==> src/rtl/mac_dot_sequencer_if.sv <==
// Operand, multiplier and result bundle for mac_dot_sequencer (slave = sequencer side).
// Multiplier structs live in the package so the sequencer and the multiplier share one layout.
package mac_dot_sequencer_pkg;
  typedef struct packed {
    logic [7:0] a1;
    logic [7:0] a2;
    logic [7:0] w;
    logic       dv;
  } mult_in_t;

  typedef struct packed {
    logic [15:0] data1;
    logic [15:0] data2;
    logic        dv;
  } mult_out_t;
endpackage

interface mac_dot_sequencer_if #(
  parameter int LEN_BIT_W = 16,
  parameter int ACC_BIT_W = 32
);
  import mac_dot_sequencer_pkg::*;

  logic                        start;
  logic [LEN_BIT_W-1:0]        len;
  logic                        busy;
  logic                        in_vld;
  logic                        in_rdy;
  logic signed [7:0]           a1;
  logic signed [7:0]           a2;
  logic signed [7:0]           w;
  mult_in_t                    mult_in;
  mult_out_t                   mult_out;
  logic                        res_vld;
  logic                        res_rdy;
  logic signed [ACC_BIT_W-1:0] sum1;
  logic signed [ACC_BIT_W-1:0] sum2;
  logic                        err;

  modport master (
    output start, len, in_vld, a1, a2, w, mult_out, res_rdy,
    input  busy, in_rdy, mult_in, res_vld, sum1, sum2, err
  );

  modport slave (
    input  start, len, in_vld, a1, a2, w, mult_out, res_rdy,
    output busy, in_rdy, mult_in, res_vld, sum1, sum2, err
  );
endinterface

==> src/rtl/mac_dot_sequencer.sv <==
// N-beat dual-int8 dot-product sequencer: accept->mult_in 1 cycle, result 1 cycle after last product.
// in_rdy drops after the Nth accept; result held until res_rdy. MAC_SAT_EN selects saturating accumulate.
module mac_dot_sequencer
  import mac_dot_sequencer_pkg::*;
#(
  parameter int LEN_BIT_W = 16,
  parameter int ACC_BIT_W = 32,
  parameter int LAT       = 6
) (
  input logic              clk,
  input logic              rst_n,
  mac_dot_sequencer_if.slave bus
);
  typedef enum logic [1:0] {IDLE, ISSUE, DRAIN, DONE} state_t;

  localparam int TMO_W = $clog2(2 * LAT + 1);
  localparam logic [TMO_W-1:0] TMO_LAST = TMO_W'(2 * LAT - 1);

  state_t                      state;
  logic [LEN_BIT_W-1:0]        len_q;
  logic [LEN_BIT_W-1:0]        issue_cnt;
  logic [LEN_BIT_W-1:0]        recv_cnt;
  logic [TMO_W-1:0]            tmo_cnt;
  logic signed [ACC_BIT_W-1:0] acc1;
  logic signed [ACC_BIT_W-1:0] acc2;
  logic signed [ACC_BIT_W-1:0] acc1_nxt;
  logic signed [ACC_BIT_W-1:0] acc2_nxt;
  logic signed [15:0]          prod1;
  logic signed [15:0]          prod2;
  logic                        sat_evt;
  logic                        in_rdy_q;
  logic                        res_vld_q;
  logic                        busy_q;
  logic                        err_q;
  mult_in_t                    mult_in_q;
  logic                        accept;
  logic                        take;
  logic                        stray;

  assign prod1  = bus.mult_out.data1;
  assign prod2  = bus.mult_out.data2;
  assign accept = bus.in_vld & in_rdy_q;
  // Products only count while a job still expects them; DONE freezes the sums it is presenting.
  assign take   = bus.mult_out.dv && (state == ISSUE || state == DRAIN) && (recv_cnt != len_q);
  assign stray  = bus.mult_out.dv && !take;

`ifdef MAC_SAT_EN
  localparam logic signed [ACC_BIT_W-1:0] ACC_MAX = {1'b0, {(ACC_BIT_W-1){1'b1}}};
  localparam logic signed [ACC_BIT_W-1:0] ACC_MIN = {1'b1, {(ACC_BIT_W-1){1'b0}}};
  logic signed [ACC_BIT_W:0] wide1;
  logic signed [ACC_BIT_W:0] wide2;
  logic                      ovf1;
  logic                      ovf2;

  always_comb begin
    wide1    = (ACC_BIT_W+1)'(acc1) + (ACC_BIT_W+1)'(prod1);
    wide2    = (ACC_BIT_W+1)'(acc2) + (ACC_BIT_W+1)'(prod2);
    ovf1     = wide1[ACC_BIT_W] ^ wide1[ACC_BIT_W-1];
    ovf2     = wide2[ACC_BIT_W] ^ wide2[ACC_BIT_W-1];
    acc1_nxt = ovf1 ? (wide1[ACC_BIT_W] ? ACC_MIN : ACC_MAX) : wide1[ACC_BIT_W-1:0];
    acc2_nxt = ovf2 ? (wide2[ACC_BIT_W] ? ACC_MIN : ACC_MAX) : wide2[ACC_BIT_W-1:0];
    sat_evt  = ovf1 | ovf2;
  end
`else
  assign acc1_nxt = acc1 + ACC_BIT_W'(prod1);
  assign acc2_nxt = acc2 + ACC_BIT_W'(prod2);
  assign sat_evt  = 1'b0;
`endif

  always_ff @(posedge clk or negedge rst_n) begin
    if (!rst_n) begin
      state     <= IDLE;
      len_q     <= '0;
      issue_cnt <= '0;
      recv_cnt  <= '0;
      tmo_cnt   <= '0;
      acc1      <= '0;
      acc2      <= '0;
      in_rdy_q  <= 1'b0;
      res_vld_q <= 1'b0;
      busy_q    <= 1'b0;
      err_q     <= 1'b0;
      mult_in_q <= '0;
    end else begin
      mult_in_q.dv <= 1'b0;
      if (take) begin
        acc1     <= acc1_nxt;
        acc2     <= acc2_nxt;
        recv_cnt <= recv_cnt + LEN_BIT_W'(1);
      end
      case (state)
        IDLE: begin
          if (bus.start) begin
            len_q     <= bus.len;
            issue_cnt <= '0;
            recv_cnt  <= '0;
            tmo_cnt   <= '0;
            acc1      <= '0;
            acc2      <= '0;
            err_q     <= 1'b0;
            busy_q    <= 1'b1;
            if (bus.len == '0) begin
              state     <= DONE;
              res_vld_q <= 1'b1;
            end else begin
              state    <= ISSUE;
              in_rdy_q <= 1'b1;
            end
          end
        end
        ISSUE: begin
          if (accept) begin
            mult_in_q <= '{a1: bus.a1, a2: bus.a2, w: bus.w, dv: 1'b1};
            issue_cnt <= issue_cnt + LEN_BIT_W'(1);
            if (issue_cnt + LEN_BIT_W'(1) == len_q) begin
              in_rdy_q <= 1'b0;
              state    <= DRAIN;
            end
          end
        end
        DRAIN: begin
          tmo_cnt <= take ? '0 : tmo_cnt + TMO_W'(1);
          if (take && (recv_cnt + LEN_BIT_W'(1) == len_q)) begin
            state     <= DONE;
            res_vld_q <= 1'b1;
          end else if (!take && tmo_cnt == TMO_LAST) begin
            err_q     <= 1'b1;
            state     <= DONE;
            res_vld_q <= 1'b1;
          end
        end
        DONE: begin
          if (bus.res_rdy) begin
            state     <= IDLE;
            res_vld_q <= 1'b0;
            busy_q    <= 1'b0;
          end
        end
        default: state <= IDLE;
      endcase
      // Placed after the case so an error seen in the start cycle is not lost to the clear.
      if (stray || (take && sat_evt)) err_q <= 1'b1;
    end
  end

  assign bus.busy    = busy_q;
  assign bus.in_rdy  = in_rdy_q;
  assign bus.mult_in = mult_in_q;
  assign bus.res_vld = res_vld_q;
  assign bus.sum1    = acc1;
  assign bus.sum2    = acc2;
  assign bus.err     = err_q;
endmodule

==> src/flat_wrapper.sv <==
// flat-port wrapper written by rule: the top's interface ports become plain ports
module mac_dot_sequencer_flat import mac_dot_sequencer_pkg::*;
#(
  parameter int LEN_BIT_W = 16,
  parameter int ACC_BIT_W = 32,
  parameter int LAT       = 6
)
  (clk, rst_n, bus_start, bus_len, bus_in_vld, bus_a1, bus_a2, bus_w, bus_mult_out, bus_res_rdy, bus_busy, bus_in_rdy, bus_mult_in, bus_res_vld, bus_sum1, bus_sum2, bus_err);
  mac_dot_sequencer_if #(.LEN_BIT_W(LEN_BIT_W), .ACC_BIT_W(ACC_BIT_W)) bus_i ();
  input logic clk;
  input logic rst_n;
  input wire logic [$bits(bus_i.start)-1:0] bus_start;
  input wire logic [$bits(bus_i.len)-1:0] bus_len;
  input wire logic [$bits(bus_i.in_vld)-1:0] bus_in_vld;
  input wire logic [$bits(bus_i.a1)-1:0] bus_a1;
  input wire logic [$bits(bus_i.a2)-1:0] bus_a2;
  input wire logic [$bits(bus_i.w)-1:0] bus_w;
  input wire logic [$bits(bus_i.mult_out)-1:0] bus_mult_out;
  input wire logic [$bits(bus_i.res_rdy)-1:0] bus_res_rdy;
  output wire logic [$bits(bus_i.busy)-1:0] bus_busy;
  output wire logic [$bits(bus_i.in_rdy)-1:0] bus_in_rdy;
  output wire logic [$bits(bus_i.mult_in)-1:0] bus_mult_in;
  output wire logic [$bits(bus_i.res_vld)-1:0] bus_res_vld;
  output wire logic [$bits(bus_i.sum1)-1:0] bus_sum1;
  output wire logic [$bits(bus_i.sum2)-1:0] bus_sum2;
  output wire logic [$bits(bus_i.err)-1:0] bus_err;
  assign bus_i.start = bus_start;
  assign bus_i.len = bus_len;
  assign bus_i.in_vld = bus_in_vld;
  assign bus_i.a1 = bus_a1;
  assign bus_i.a2 = bus_a2;
  assign bus_i.w = bus_w;
  assign bus_i.mult_out = bus_mult_out;
  assign bus_i.res_rdy = bus_res_rdy;
  assign bus_busy = bus_i.busy;
  assign bus_in_rdy = bus_i.in_rdy;
  assign bus_mult_in = bus_i.mult_in;
  assign bus_res_vld = bus_i.res_vld;
  assign bus_sum1 = bus_i.sum1;
  assign bus_sum2 = bus_i.sum2;
  assign bus_err = bus_i.err;
  mac_dot_sequencer #(.LEN_BIT_W(LEN_BIT_W), .ACC_BIT_W(ACC_BIT_W), .LAT(LAT)) u_core (.clk(clk), .rst_n(rst_n), .bus(bus_i));
endmodule
==> config.mk <==
export PLATFORM = sky130hd
export DESIGN_NAME = mac_dot_sequencer_flat
export DESIGN_NICKNAME = d
export VERILOG_FILES = /design/src/rtl/mac_dot_sequencer_if.sv /design/src/rtl/mac_dot_sequencer.sv /design/src/flat_wrapper.sv
export SDC_FILE = /design/constraint.sdc
export NUM_CORES = 1
export LEC_CHECK = 0
export ABC_AREA = 0
export BUFFER_PORTS_ARGS = -buffer_cell sky130_fd_sc_hd__clkbuf_2
export CORE_ASPECT_RATIO = 1.25
export CORE_MARGIN = 2
export CORE_UTILIZATION = 30
export CTS_CLUSTER_SIZE = 10
export DETAILED_ROUTE_END_ITERATION = 10
export PLACE_DENSITY_LB_ADDON = 0.15
export SYNTH_ARGS = -nofsm -noshare
export SYNTH_HDL_FRONTEND = slang
export SYNTH_SLANG_ARGS = --single-unit
==> constraint.sdc <==
create_clock -name clk -period 10.1 [get_ports clk]
set_input_delay 2.02 -clock clk [delete_from_list [all_inputs] [get_ports clk]]
set_output_delay 2.02 -clock clk [all_outputs]
set_load 0.05 [all_outputs]
==> summary.txt <==
Final layout
  – Fin cells: about 1800
  – Share of cells above drive strength 1: 15.6%
  – Diode count: 0
  – Fin util: 35.7%
  – Final nets: around 1500
  – P&R area growth vs syn: 18.2%
  – Post-route cell area: 11900 µm²

GRT
  – Global-route wire length before repair: ~47000 µm
  – Total track usage: 16.5%
  – Initial antenna violation count: 0
  – Number of global-route vias before repair: just under 9000
  – Gr ovfl total: 0
  – Pin count of the biggest net entering global routing: 87

Logic synthesis
  – Synth Area in Simple Gates: 22.8%
  – Top_reg_cell synth: dfrtp_1
  – Post-synthesis sequential area ratio: 36.4%
  – YS warnings: 0
  – XOR/XNOR Fraction of Synth Area: 9.10%
  – Largest family of logic cells by synthesized area: simple AND/OR/NAND/NOR gates
  – Post-synth top area cell: dfrtp_1
  – Adder-cell share of the synthesized area: under 10%
  – Synth Area in Compound Gates: around 19%
  – Mean area per synthesized cell: 8.15 µm²
  – Syn Nets: between 1000 and 1500
  – Netlist cell types: 65
  – Cell count after synthesis: ~1200
  – Asr flop ratio synth: between 90% and 100%
  – Multiplexer share of the synthesized area: less than 1%
  – Mapped Area: 10100 µm²
  – Synth top area share: 36.4%
  – EDFF count, synth: 0
  – Top cells by area, synth: dfrtp_1, nand2_1, ha_1
  – Yosys reg bits: 147

CTS
  – H-tree levels: 4
  – TritonCTS Buffers: 17
  – Worst-Skew Late Latency: 450 ps
  – CTS tree: done
  – PostCTS Resize Cnt: 0
  – CTS Buffer Depth: 2
  – Clk root buf: clkbuf_16
  – Setup Buffers After CTS: 0
  – Clock Pin Slew Worst Setup and Hold Paths: 70 ps
  – Hold Buf Count CTS: 0
  – Sink Count: approximately 150

Timing
  – Setup ws final: 5390 ps
  – Worst-Margin Slew: 978 ps
  – WHS: 475 ps
  – Slew Limit Fails: 0
  – Unrepaired setup endpoints after global routing: no
  – Final Setup Violations: 0
  – Setup tns final: 0 ps
  – Min Clock Period, post-route: 4710 ps
  – Final Hold Viols: 0
  – Tcrit/Tclk final: between 40% and 50%
  – Max Fclk: between 200 and 250 MHz
  – Worst slew margin: between 30% and 40%
  – Clock skew: 12.7 ps

Setup path
  – CP Class: in2reg
  – Crit path DAT: 5070 ps
  – Critical Path RT: roughly 10000 ps
  – Worst-path maximum fanout: 4
  – Critical Path Sink Type: flip-flop
  – Worst r2r path cells: 10
  – Crit start category: input pin

Floorplan
  – Die H: between 200 and 250 µm
  – Die X-Extent: around 170 µm
  – Rows: 75
  – Core region area: 33400 µm²
  – Initial core utilization: between 30% and 40%
  – Die area: roughly 35000 µm²
  – Number of top-level pins: between 150 and 200

Routing
  – Final ANT Viol Nets: 0
  – DRT Pass-1 Iters: 4
  – Drt via density: 5.07
  – Via count: 9199
  – DRC: 0
  – DR iter-0 viols: 441
  – Routed WL: 28400 µm
  – DR WL/cell: 15.7 µm

Place
  – Detail Placement HPWL: 20100 µm
  – PortBufs: 170
  – RD Place Congestion: 0.800
  – Placed instance area: 11400 µm²
  – Pre-CTS setup slack: approximately 4900 ps
  – # placed instances: 1784

Job
  – Max-Cap Viols: 0

Hold path
  – Hold Crit Class: reg2reg
  – Hold Crit Depth: 2

Power and ir drop
  – Overall power: 3.96 mW
  – Worst VDD drop: ~0.15 mV
  – Power Density: approximately 330 nW/µm²
  – Static leakage: 5.71 nW

Run status
  – Status: complete, no violations
-- path summary, 6_finish.rpt --
path / slack [ps] / endpoint / start
worst max-delay path: 5390 / u_core.bus.sum1[30] / bus_mult_out[17]
worst min-delay path: 470 / u_core.bus.mult_in[5] / u_core.bus.mult_in[5]
worst max register to register: 6480 / u_core.bus.res_vld / u_core.recv_cnt[7]
worst min register to register: 470 / u_core.bus.mult_in[5] / u_core.bus.mult_in[5]
max in group asynchronous: 7050 / u_core.bus.sum1[16] / rst_n
min in group asynchronous: 1660 / u_core.issue_cnt[2] / rst_n
-- placed cells by master, fill, tap and decap left out, drive strengths merged, types with 5 or more instances in the layout --
cell type / netlist / final
o21bai: 10 / 10
nor2: 88 / 88
dfrtp: 147 / 147
nor2b: 11 / 11
o21ai: 78 / 78
o211ai: 8 / 8
inv: 18 / 27
nand4: 9 / 9
or3: 10 / 10
clkbuf: 50 / 186
nand2: 274 / 274
mux2i: 5 / 5
xnor2: 53 / 53
and4: 6 / 6
and2: 7 / 7
buf: 4 / 7
ha: 69 / 69
o31ai: 11 / 11
xor2: 52 / 52
nor3: 21 / 21
a211oi: 15 / 15
nand3: 43 / 43
and3: 13 / 13
a31oi: 17 / 17
nor4: 13 / 13
a21oi: 121 / 121
nand2b: 6 / 6
a21o: 26 / 26
clkinv: 1 / 5
-- Yosys cell counts (all sizes together) (3+ instances only) --
cell	instances
a2111oi	3
a21oi	121
and4	6
and2	7
o21a	3
nand3	43
clkbuf	50
a211oi	15
o21bai	10
nor4	13
a21o	26
a31oi	17
nor3b	4
nand4	9
inv	18
mux2i	5
dfrtp	147
xnor2	53
nor3	21
or3	10
o211ai	8
buf	4
nand2	274
nor4b	4
nand2b	6
and3	13
o211a	3
nor2b	11
o21ai	78
xor2	52
o31ai	11
nor2	88
ha	69
-- state kept, by name, summed over array words and instances (netlist names) --
signal	cells
u_core.state	2
u_core.bus.mult_in	25
u_core.bus.err	1
u_core.tmo_cnt	4
u_core.bus.sum1	32
u_core.recv_cnt	16
u_core.bus.busy	1
u_core.bus.sum2	32
u_core.issue_cnt	16
u_core.bus.res_vld	1
u_core.bus.in_rdy	1
u_core.len_q	16
-- worst max-delay path, stage by stage --
cell and delay, ps:
clkbuf_2 80, ha_1 200, fa_1 410, a21o_1 200, and4_1 220, o21ai_0 250
nand3_1 150, a311oi_1 530, o21ai_0 200, o211ai_1 190, a211oi_1 140, o311ai_0 280
nor3b_1 210
-- cell type report --
type	count	area, µm²
Sequential cell	147	3680
Inverter	19	71.3
Tap cell	423	529
Clock inverter	15	161
Multi-Input combinational cell	1019	6170
Timing Repair Buffer	176	902
Fill cell	3476	21500
Clock buffer	17	425
-- layer usage --
metal	wire length [µm]	part of all wire, %	track usage [%]	vias to the layer above
met3	1240	4.4	3.26	28
li1	-	-	-	4657
met4	478	1.7	5.35	0
met5	0	0	0	-
met2	13900	49	28.2	173
met1	12800	45	20.9	4341
-- logic make-up (layout without fill, tap and decap cells) --
| logic type | after synthesis | after routing |
|---|---|---|
| compound gates | 319 | 319 |
| xor+xnor | 105 | 105 |
| fa+ha+maj | 72 | 72 |
| buf+inv | 73 | 227 |
| flops | 147 | 147 |
| mux | 6 | 6 |
| simple gates | 517 | 517 |
-- power by group --
part | internal [mW] | total (mW) | switching, mW
clock network | 0.350 | 0.655 | 0.304
registers | 0.799 | 1.00 | 0.204
logic | 0.738 | 2.30 | 1.56
Note: power is estimated with default switching activity, not from simulation.
